### src/rtl/spart_port.sv
// spart_port: 8N1 serial port with a TX FIFO, a double-synchronized receiver and a status/data read mux.
module spart_port #(
    parameter int DIV   = 434,
    parameter int DEPTH = 8
) (
    input  logic        clk,
    input  logic        rst,
    input  logic        send,
    input  logic [7:0]  send_data,
    output logic        full,
    output logic        Spart_RCV,
    input  logic [2:0]  spart_addr,
    output logic [15:0] spart_data,
    output logic        txd,
    input  logic        rxd
);
    localparam int AW = $clog2(DEPTH);
    typedef enum logic [1:0] {T_IDLE, T_START, T_DATA, T_STOP} tx_state_t;
    typedef enum logic [1:0] {R_IDLE, R_START, R_DATA, R_STOP} rx_state_t;

    logic [7:0]    mem_q [DEPTH];
    logic [AW-1:0] wr_q, rd_q;
    logic [4:0]    cnt_q;
    logic          push, pop;

    tx_state_t   tx_q, tx_d;
    logic [7:0]  tsh_q, tsh_d;
    logic [2:0]  tbit_q, tbit_d;
    logic [15:0] tdiv_q, tdiv_d;
    logic        txd_q, txd_d;
    logic        tdone;

    logic        s1_q, s2_q, prev_q;
    rx_state_t   rx_q, rx_d;
    logic [7:0]  rsh_q, rsh_d;
    logic [2:0]  rbit_q, rbit_d;
    logic [15:0] rdiv_q, rdiv_d;
    logic [7:0]  rx_data_q, rx_data_d;
    logic [7:0]  rx_count_q, rx_count_d;
    logic        seen_q, seen_d, ferr_q, ferr_d, rcv_q, rcv_d;
    logic        rdone, rhalf;

    assign full  = cnt_q == 5'(DEPTH);
    assign push  = send && !full;
    assign pop   = tx_q == T_IDLE && cnt_q != 5'd0;
    assign txd   = txd_q;
    assign Spart_RCV = rcv_q;

    always_ff @(posedge clk)
        if (push)
            mem_q[wr_q] <= send_data;

    always_ff @(posedge clk) begin
        if (!rst) begin
            wr_q  <= '0;
            rd_q  <= '0;
            cnt_q <= '0;
        end else begin
            wr_q  <= wr_q + AW'(push);
            rd_q  <= rd_q + AW'(pop);
            cnt_q <= cnt_q + 5'(push) - 5'(pop);
        end
    end

    assign tdone = tdiv_q == 16'(DIV - 1);

    always_comb begin
        tx_d   = tx_q;
        tsh_d  = tsh_q;
        tbit_d = tbit_q;
        tdiv_d = tdiv_q + 16'd1;
        txd_d  = txd_q;
        case (tx_q)
            T_IDLE: begin
                tdiv_d = '0;
                if (pop) begin
                    tx_d  = T_START;
                    tsh_d = mem_q[rd_q];
                    txd_d = 1'b0;
                end
            end
            T_START:
                if (tdone) begin
                    tx_d   = T_DATA;
                    txd_d  = tsh_q[0];
                    tdiv_d = '0;
                    tbit_d = '0;
                end
            T_DATA:
                if (tdone) begin
                    tdiv_d = '0;
                    tbit_d = tbit_q + 3'd1;
                    tsh_d  = tsh_q >> 1;
                    txd_d  = tbit_q == 3'd7 ? 1'b1 : tsh_q[1];
                    tx_d   = tbit_q == 3'd7 ? T_STOP : T_DATA;
                end
            default:
                if (tdone) begin
                    tx_d   = T_IDLE;
                    tdiv_d = '0;
                end
        endcase
    end

    always_ff @(posedge clk) begin
        if (!rst) begin
            tx_q   <= T_IDLE;
            tsh_q  <= '0;
            tbit_q <= '0;
            tdiv_q <= '0;
            txd_q  <= 1'b1;
        end else begin
            tx_q   <= tx_d;
            tsh_q  <= tsh_d;
            tbit_q <= tbit_d;
            tdiv_q <= tdiv_d;
            txd_q  <= txd_d;
        end
    end

    assign rdone = rdiv_q == 16'(DIV - 1);
    assign rhalf = rdiv_q == 16'(DIV / 2 - 1);

    always_comb begin
        rx_d       = rx_q;
        rsh_d      = rsh_q;
        rbit_d     = rbit_q;
        rdiv_d     = rdiv_q + 16'd1;
        rx_data_d  = rx_data_q;
        rx_count_d = rx_count_q;
        seen_d     = seen_q;
        ferr_d     = ferr_q;
        rcv_d      = 1'b0;
        case (rx_q)
            R_IDLE: begin
                rdiv_d = '0;
                rx_d   = prev_q && !s2_q ? R_START : R_IDLE;
            end
            R_START:
                if (rhalf) begin
                    rdiv_d = '0;
                    rbit_d = '0;
                    rx_d   = s2_q ? R_IDLE : R_DATA;
                end
            R_DATA:
                if (rdone) begin
                    rdiv_d = '0;
                    rsh_d  = {s2_q, rsh_q[7:1]};
                    rbit_d = rbit_q + 3'd1;
                    rx_d   = rbit_q == 3'd7 ? R_STOP : R_DATA;
                end
            default:
                if (rdone) begin
                    rx_d       = R_IDLE;
                    rx_data_d  = s2_q ? rsh_q : rx_data_q;
                    rx_count_d = rx_count_q + 8'(s2_q);
                    seen_d     = seen_q | s2_q;
                    ferr_d     = ferr_q | !s2_q;
                    rcv_d      = s2_q;
                end
        endcase
    end

    // Only s2_q (and its delayed copy prev_q) is ever looked at by the receiver.
    always_ff @(posedge clk) begin
        if (!rst) begin
            s1_q       <= 1'b1;
            s2_q       <= 1'b1;
            prev_q     <= 1'b1;
            rx_q       <= R_IDLE;
            rsh_q      <= '0;
            rbit_q     <= '0;
            rdiv_q     <= '0;
            rx_data_q  <= '0;
            rx_count_q <= '0;
            seen_q     <= 1'b0;
            ferr_q     <= 1'b0;
            rcv_q      <= 1'b0;
        end else begin
            s1_q       <= rxd;
            s2_q       <= s1_q;
            prev_q     <= s2_q;
            rx_q       <= rx_d;
            rsh_q      <= rsh_d;
            rbit_q     <= rbit_d;
            rdiv_q     <= rdiv_d;
            rx_data_q  <= rx_data_d;
            rx_count_q <= rx_count_d;
            seen_q     <= seen_d;
            ferr_q     <= ferr_d;
            rcv_q      <= rcv_d;
        end
    end

    assign spart_data = spart_addr == 3'd0 ? {8'h00, rx_data_q} :
                        spart_addr == 3'd1 ? {ferr_q, tx_q != T_IDLE, full, seen_q, 7'b0, cnt_q} :
                        spart_addr == 3'd2 ? {8'h00, rx_count_q} :
                        spart_addr == 3'd3 ? 16'(DIV) : 16'h0000;
endmodule

### config.mk
export PLATFORM = sky130hd
export DESIGN_NAME = spart_port
export DESIGN_NICKNAME = d
export VERILOG_FILES = /design/src/rtl/spart_port.sv
export SDC_FILE = /design/constraint.sdc
export NUM_CORES = 1
export LEC_CHECK = 0
export CORE_MARGIN = 2
export CORE_UTILIZATION = 55
export CTS_CLUSTER_DIAMETER = 60
export DETAILED_ROUTE_END_ITERATION = 10
export PLACE_DENSITY = 0.71
export SETUP_SLACK_MARGIN = 0.3
export SYNTH_ARGS = -nofsm -noshare
export SYNTH_HDL_FRONTEND = slang
export SYNTH_SLANG_ARGS = --single-unit
### constraint.sdc
create_clock -name clk -period 6.45 [get_ports clk]
set_input_delay 1.29 -clock clk [delete_from_list [all_inputs] [get_ports clk]]
set_output_delay 1.29 -clock clk [all_outputs]
set_load 0.05 [all_outputs]
## After elaboration in Yosys (flattened, before gate mapping)

Memories as Yosys holds them, arrays and structs flattened. A register that Yosys moved wholly into a read port is not among the register bits.
Index checks and enable logic that the tools add are counted.

| cells by class | value |
|---|---|
| add/subtract/negate cells | 9 |
| eq/ne operators | 18 |
| mux-type cells | 37 |
| bitwise gates (word level) | 5 |
| reductions and logical operators | 28 |

Operators with widths:

| operator | count |
|---|---|
| 2-to-1 mux 16 bit | 4 |
| case mux 16 bit (3 select lines) | 1 |
| adder 16 x 1 -> 16 bit, second input constant | 2 |
| == test 16 x 9 -> 1 bit, second input constant | 2 |
| 2-to-1 mux 9 bit | 2 |
| == test 16 x 8 -> 1 bit, second input constant | 1 |
| 2-to-1 mux 2 bit | 8 |
| 2-to-1 mux 8 bit | 2 |
| case mux 8 bit (2 select lines) | 1 |
| 2-to-1 mux 3 bit | 5 |
| AND reduction 3 bit | 5 |
| case mux 2 bit (3 select lines) | 2 |
| case mux 3 bit (2 select lines) | 2 |
| inequality test 2 bit, second input constant | 5 |
| nonzero test 2 bit | 5 |
| 2-to-1 mux 1 bit | 9 |
| adder 8 x 1 -> 8 bit | 1 |
| AND reduction 4 bit | 2 |
| adder 3 x 1 -> 3 bit | 2 |
| adder 3 x 1 -> 3 bit, second input constant | 2 |
| == test 3 x 2 -> 1 bit, second input constant | 2 |
| == test 3 bit, second input constant | 2 |
| nonzero test 3 bit | 2 |
| OR reduction 3 bit | 2 |
| 16 further kinds | 26 |

| storage, ports and cells | value |
|---|---|
| bits in registers | 92 |
| RAM bits | 64 |
| input port bits | 15 |
| output and inout bits | 19 |
| word-level logic and storage cells | 118 |
| memories | 1 |

Memory list:

| memory | words | bits a word | rd ports | clocked after Yosys merged registers in | wr ports | line | text |
|---|---|---|---|---|---|---|---|
| mem_q | 8 | 8 | 1 | 1 | 1 | 21 | `logic [7:0] mem_q [DEPTH];` |

## Depth between registers and ports, before layout

Gate-level depths: netlist (run 1).

| logic depth | value |
|---|---|
| depth in word-level cells | 5 |
| mapped depth | 12 |
| depth with buffers taken out | 12 |

## Worst setup path before layout (run 1)

Ideal clock, no wire load.

| timing | value |
|---|---|
| kind | in2out |
| start | in spart_addr[1] |
| end | out spart_data[1] |
| arrival | 2.933 ns |
| required time | 5.160 ns |
| setup slack | 2.227 ns |
| stages | 3 |
| buffers on the path | 1 |
| cells stage by stage | buf_1 -> a211oi_1 -> a211oi_1 |

| between the ends | value |
|---|---|
| word-level cells in the longest chain between the ends | 5 |
| elaborated cells on any way between the ends | 8 |
| those cells by class | 3 x eq/ne; 4 x mux; 1 x reduce/logical |

Ends and longest elaborated chain:

| what | line | text |
|---|---|---|
| from (decl) | 12 | `input logic [2:0] spart_addr,` |
| == test 3 x 2 -> 1 bit | 198 | `spart_addr == 3'd3 ? 16'(DIV) : 16'h0000;` |
| 2-to-1 mux 9 bit | 198 |  |
| 2-to-1 mux 9 bit | 197 | `spart_addr == 3'd2 ? {8'h00, rx_count_q} :` |
| 2-to-1 mux 16 bit | 196 | `spart_addr == 3'd1 ? {ferr_q, tx_q != T_IDLE, full, seen_q, 7'b0, cnt_q} :` |
| 2-to-1 mux 16 bit (*) | 195 | `assign spart_data = spart_addr == 3'd0 ? {8'h00, rx_data_q} :` |
| to (decl) | 13 | `output logic [15:0] spart_data,` |

Every way passes the cells marked *; elsewhere a longest branch is shown, timed or not.

## Final worst setup path (run 1)

| timing | value |
|---|---|
| start | in spart_addr[1] |
| end | out spart_data[4] |

The elaborated chain is that of the path after synthesis.

==> key figures, run 1 <==
Layout
  • N_diodes: 0
  • Fillers: 1029
  • Area delta synth->final: 12.7%
  • Cell area after layout: 8170 µm²
  • NumNets Final: 727
  • Layout cell share with drive strength beyond 1: 8.07%

Power
  • Pwr/cell area: 349 nW/µm²
  • Peak supply drop: 0.000176 V
  • Leak Pwr: 2.77 nW

Timing
  • Max-slew headroom: 34.2%
  • Final Setup Violations: 0
  • Final period util: 71.7%
  • Tmin final: 4630 ps
  • Worst setup margin: 1820 ps
  • Fin. Hold Viols: 0
  • Worst slew pin tran: 984 ps
  • Unrepaired setup endpoints after global routing: no
  • Max-slew violations: 0
  • Setup TNS: 0 ps
  • Achievable Freq: 216 MHz
  • Final Skew: 8.16 ps

Clocking
  • Clk Latency, worst-skew pair: 420 ps
  • TritonCTS Sinks: 156
  • CTS tree: built
  • Cts bufs inserted: 17
  • Post-cts resize count: 0
  • H-tree depth: 4
  • Post-CTS setup buffers: 0
  • Clock root buffer: clkbuf_16
  • Reg clk slew, reported paths: 60 ps
  • Post-cts hold buffer count: 0
  • Longest Clk Path Bufs: 2

Route
  • Via count: 4998
  • DRC viols: 0
  • DRT Pass-1 Iters: 5
  • ANT nets after route: 0
  • Routed wire per std cell: 15.8 µm
  • Initial detailed-routing violation count: 412
  • Total routed wirelength: 13700 µm
  • Routed vias/inst: 5.77

Yosys
  • Post-synth EDFFs: 64
  • Synthesized area: 7240 µm²
  • Top FF cell, synth: dfxtp_1
  • Area leader, netlist: edfxtp_1
  • Mapped Cells: 670
  • Main area contributors after synthesis: edfxtp_1, dfxtp_1, ha_1
  • FF+latch count, synth: 156
  • Syn_area_per_cell: 10.8 µm²
  • Area share of the largest cell type after synthesis: 26.5%
  • Yosys warns: 0
  • Yosys cell types: 65
  • Register area share after synthesis: 52.0%
  • Post-synth ARST share: 0%

Outcome
  • Status: finished, final reports clean

GRT
  • Via count of the first global-routing pass: 4662
  • First-pass GRT wire length: 22800 µm
  • GRT Overall Usage: 20.3%
  • Largest net degree at the start of global routing: 71
  • Antenna violations before repair: 0
  • Gr ovfl total: 0

Worst setup path
  • Crit path kind: input port to output port
  • Reg2reg setup slack: 3540 ps
  • CP Max Fanout: 14
  • Worst setup path start: spart_addr[1]
  • Reg2reg start: cnt_q[2]
  • Crit end category: output port
  • Capture point of the worst reg-to-reg path: cnt_q[4]
  • FF-to-FF path depth: 12
  • CP Capture Point: spart_data[4]
  • Critical Path Start Type: input port
  • CP arrival: 3340 ps
  • Worst endpoint required time: 5160 ps

Place
  • Area post-placement: 7590 µm²
  • Routability cong.: 0.780
  • Number of port buffers: 30
  • Post-DP HPWL: 9040 µm
  • Pre-CTS worst setup slack: 1830 ps

Floorplan
  • Die Span X: 119 µm
  • Initial Util: 56.9%
  • Row Count: 41
  • I/O pins: 34
  • Die height: 119 µm
  • Core area: 12700 µm²
  • Die Area: 14100 µm²

Min path
  • Worst hold path type: flop to flop

Flow run
  • Max Cap Violations: 0
-- placed cells by master, fill, tap and decap left out, drive strengths merged, types with 10 or more instances in the layout --
cell,Yosys,final
o22ai,10,10
edfxtp,64,64
nand2,55,55
dfxtp,92,92
xor2,14,14
nor3,15,15
a21oi,38,38
nor2,41,41
xnor2,15,15
nand4,13,13
clkdlybuf4s50,0,29
inv,24,27
and2,11,11
mux2i,27,27
mux4,14,14
nand3,30,30
or3,12,12
nand2b,12,12
clkbuf,23,19
o21ai,29,29
ha,30,30
-- through the flow --
stage	utilization, %	hold WS [ps]	cells	power (mW)
floorplan	-	386	672	1.76
detailed placement	59.7	408	834	1.91
global route	64.2	465	866	2.99
finish	64.2	417	866	2.85
global placement	59.7	394	834	1.88
CTS	64.2	426	866	2.87
-- kinds of logic (layout without fill, tap and decap cells) --
group | count (synthesis) | count (layout) | synth area share (%)
XOR/XNOR | 29 | 29 | 3.51
multiplexers | 41 | 41 | 8.26
adder cells (fa/ha/maj) | 31 | 31 | 5.46
AO/OA/AOI/OAI | 115 | 115 | 9.90
buffers and inverters | 69 | 91 | 4.16
AND/OR/NAND/NOR | 228 | 228 | 16.7
other | 1 | 3 | 0.0518
flip-flops | 156 | 156 | 52.0
-- worst min-delay path by stage --
stage / start / endpoint / depth (start not counted)
floorplan: s1_q / s2_q / 1
detailed placement: s1_q / s2_q / 1
global placement: s1_q / s2_q / 1
finish: s1_q / s2_q / 1
global route: s1_q / s2_q / 1
CTS: s1_q / s2_q / 1
-- power by group --
part	switching [mW]	leakage, nW	internal [mW]	total (mW)
logic	0.396	1.17	0.322	0.718
registers	0.0586	1.33	1.11	1.17
clock network	0.396	0.275	0.572	0.968
total	0.851	2.77	2.00	2.85
-- registers in the layout (all words and copies together), names as in the netlist --
name and cells:
mem_q 64, rdiv_q 16, tdiv_q 16, rsh_q 8, rx_count_q 8, rx_data_q 8
tsh_q 8, cnt_q 5, rbit_q 3, rd_q 3, tbit_q 3, wr_q 3
rx_q 2, tx_q 2, Spart_RCV 1, ferr_q 1, prev_q 1, s1_q 1
s2_q 1, seen_q 1, txd 1
-- per-layer routing --
metal	routed length, µm	part of all wire (%)	vias up	global-route usage, %
met3	565	4.1	16	4.92
met5	0	0	-	0
met2	6580	48	109	32.2
met4	228	1.7	0	7.22
met1	6340	46	2402	27.2
li1	-	-	2471	-
-- critical path, stage by stage --
cell and delay (ps):
clkdlybuf4s50_1 780, nand2b_1 230, nor2_1 60, nor3_1 140
clkdlybuf4s50_1 830
-- final cells by class --
type | instances | area, µm² | area share [%]
clock inverter | 13 | 143 | 1.75
timing repair buffer | 34 | 325 | 3.98
tap | 172 | 215 | 2.64
sequential | 156 | 3760 | 46.1
clock buffer | 19 | 433 | 5.30
multi-input combinational | 447 | 3190 | 39.1
inverter | 25 | 93.8 | 1.15
-- cell usage after synthesis (all sizes together), types with 3 or more instances --
master / count
clkbuf: 23
edfxtp: 64
ha: 30
a31oi: 3
or4: 4
nand4: 13
inv: 24
a311o: 6
a2111oi: 6
mux4: 14
buf: 21
and3: 4
o22ai: 10
and2: 11
mux2i: 27
o21ai: 29
a21oi: 38
xnor2: 15
nor3: 15
a211oi: 4
xor2: 14
nor2b: 5
or3: 12
a22oi: 3
and4: 8
nand2: 55
nand2b: 12
dfxtp: 92
nand3: 30
nor4: 6
nor2: 41
Note: power is estimated with default switching activity, not from simulation.
==> inputs of run 2 (changes only) <==
clock period = 4.69 ns   (was 6.45 ns; I/O delays follow)
==> run 2 against run 1 <==
  * Count of clock-buffer cells in the layout down 2
  * First-iteration DRC count shrank 36%
  * Register-to-register slack worse by 1700 ps
  * Highest routed layer unchanged
==> key figures, run 2 (same netlist as run 1, synthesis figures left out) <==
Place
  • Post-DP HPWL: 9450 µm (+4.5%)
  • Placed Cells: 835 (+0.12%)
  • Routability cong.: 0.794 (+1.8%)
  • Pre-CTS worst setup slack: 733 ps (-1100 ps)
  • Number of port buffers: 30 (unchanged)

Clocking
  • Clk Latency, worst-skew pair: 420 ps (about the same)
  • TritonCTS Sinks: 156 (unchanged)
  • Cts bufs inserted: 17 (unchanged)
  • H-tree depth: 4 (unchanged)
  • Reg clk slew, reported paths: 60 ps (about the same)
  • Post-cts resize count: 0 (unchanged)
  • CTS tree: built
  • Post-CTS setup buffers: 0 (unchanged)
  • Clock root buffer: clkbuf_16
  • Post-cts hold buffer count: 0 (unchanged)
  • Longest Clk Path Bufs: 2 (unchanged)

Route
  • Routed vias/inst: 5.82 (+0.84%)
  • Routed wire per std cell: 16.4 µm (+3.6%)
  • DRC viols: 0 (unchanged)
  • ANT nets after route: 0 (unchanged)
  • Total routed wirelength: 14200 µm (+3.7%)
  • DRT Pass-1 Iters: 5 (unchanged)
  • Via count: 5046 (+0.96%)
  • Initial detailed-routing violation count: 265 (-36%)

Layout
  • Flip-flop count of the largest register after layout: 64 (unchanged)
  • Layout cell share with drive strength beyond 1: 7.91% (-0.16 points)
  • Multi-input gate area: 3190 µm² (unchanged)
  • Most common cell after layout, fill and taps aside: dfxtp_1
  • Most flops, register: mem_q
  • Final core utilization: 64.4% (+0.22 points)
  • Final std cells w/o fill: 867 (+0.12%)
  • Area delta synth->final: 13.1%
  • N_diodes: 0 (unchanged)
  • NumNets Final: 728 (+0.14%)
  • Regs by FF count: mem_q (64), rdiv_q (16), tdiv_q (16)
  • Flip-flop and latch area: 3760 µm² (unchanged)
  • Most frequent cells in the layout: dfxtp_1, edfxtp_1, nand2_1
  • Fillers: 1018 (-1.1%)

Timing
  • Setup TNS: 0 ps (unchanged)
  • Max-slew headroom: 27.9% (-6.3 points)
  • Final Setup Violations: 0 (unchanged)
  • Fin. Hold Viols: 0 (unchanged)
  • Final period util: 84.6%
  • Final Skew: 8.02 ps (-0.144 ps)
  • Unrepaired setup endpoints after global routing: no
  • Tmin final: 3970 ps
  • Worst slew pin tran: 1080 ps (+95.9 ps)
  • Worst setup margin: 721 ps (-1100 ps)
  • Achievable Freq: 252 MHz
  • Max-slew violations: 0 (unchanged)

Floorplan
  • Die Span X: 119 µm (unchanged)
  • Die height: 119 µm (unchanged)
  • I/O pins: 34 (unchanged)
  • Die Area: 14100 µm² (unchanged)
  • Initial Util: 56.9% (unchanged)
  • Row Count: 41 (unchanged)
  • Core area: 12700 µm² (unchanged)

Flow run
  • Max Cap Violations: 0 (unchanged)

Worst setup path
  • Crit end category: output port
  • Worst endpoint required time: 3750 ps (-1410 ps)
  • Max stage delay on crit path: 810 ps (-20 ps)
  • Crit path kind: input port to output port
  • CP cell instances: clkdlybuf4s50_1, nand2b_1, nor2_1, and2_1, clkdlybuf4s50_1
  • CP arrival: 3030 ps (-310 ps)
  • Slowest stage cell on the critical path: clkdlybuf4s50_1
  • Most frequent cell on the critical path: clkdlybuf4s50_1
  • WP buf/inv: 2 (unchanged)
  • Family with the most delay on the worst path: buffers and inverters
  • Critical Path Start Type: input port
  • CP Max Fanout: 14 (unchanged)

GRT
  • Via count of the first global-routing pass: 4804 (+3.0%)
  • Gr ovfl total: 0 (unchanged)
  • Largest net degree at the start of global routing: 70 (-1.4%)
  • GRT Overall Usage: 21.0% (+0.71 points)
  • Antenna violations before repair: 0 (unchanged)
  • First-pass GRT wire length: 23600 µm (+3.6%)

Min path
  • Worst hold path type: flop to flop

Power
  • Leak Pwr: 2.79 nW (+0.74%)
  • Pwr/cell area: 485 nW/µm² (+39%)
  • Peak supply drop: 0.000289 V (+64%)

Outcome
  • Status: finished, final reports clean
run 2: changes by cell type in the layout (fill, tap and decap cells not counted):
cell        previous run  this run
clkbuf_1               2         0
inv_8                  1         2
clkinv_2               1         0
clkinv_1               3         7
buf_4                  4         5
clkinv_4               3         2
clkinvlp_4             2         0
bufinv_16              2         3
run 2: worst register-to-register path, stage by stage, from the launching register on:
cell and delay [ps]:
dfxtp_1 340, inv_1 120, ha_1 160, or4b_4 480
and2_1 260, ha_1 310, inv_1 40, ha_1 190
fa_1 410, a21oi_1 160, o21bai_1 90, xnor2_1 150
nor2_1 50
run 2: routing by layer:
metal | share of wire, % | vias up | global-route usage (%) | routed length (µm)
met3 | 4.2 | 12 | 5.31 | 604
met5 | 0 | - | 0 | 0
met2 | 48 | 110 | 33.7 | 6850
met1 | 47 | 2454 | 28.3 | 6610
li1 | - | 2470 | - | -
met4 | 1.1 | 0 | 6.03 | 154
run 2: worst paths after layout:
check                   endpoint  cells past startpoint  slack [ps]          start
setup / recovery  spart_data[15]                      5         720  spart_addr[1]
hold / removal              s2_q                      1         420           s1_q
setup reg to reg        cnt_q[4]                     12        1820       cnt_q[2]
hold reg to reg             s2_q                      1         420           s1_q
run 2: layout make-up:
type / count / share of cell area [%]
Clock buffer: 17 / 5.19
Clock inverter: 15 / 2.08
Inverter: 25 / 1.15
Multi-Input combinational cell: 447 / 39.0
Sequential cell: 156 / 45.9
Tap cell: 172 / 2.63
Timing Repair Buffer: 35 / 4.06
run 2: stage by stage:
step	power, mW	instance area [µm²]	hold WS, ps
after global placement	2.58	7600	394
after detailed placement	2.62	7600	407
after CTS	4.01	8190	425
after floorplan	2.42	7250	386
after global routing	4.19	8190	440
final	3.98	8190	419
run 2: power by group:
part	total, mW	switching, mW	internal [mW]
Clock	1.38	0.544	0.837
Sequential	1.64	0.119	1.52
Combinational	0.955	0.509	0.446
Total	3.98	1.17	2.81
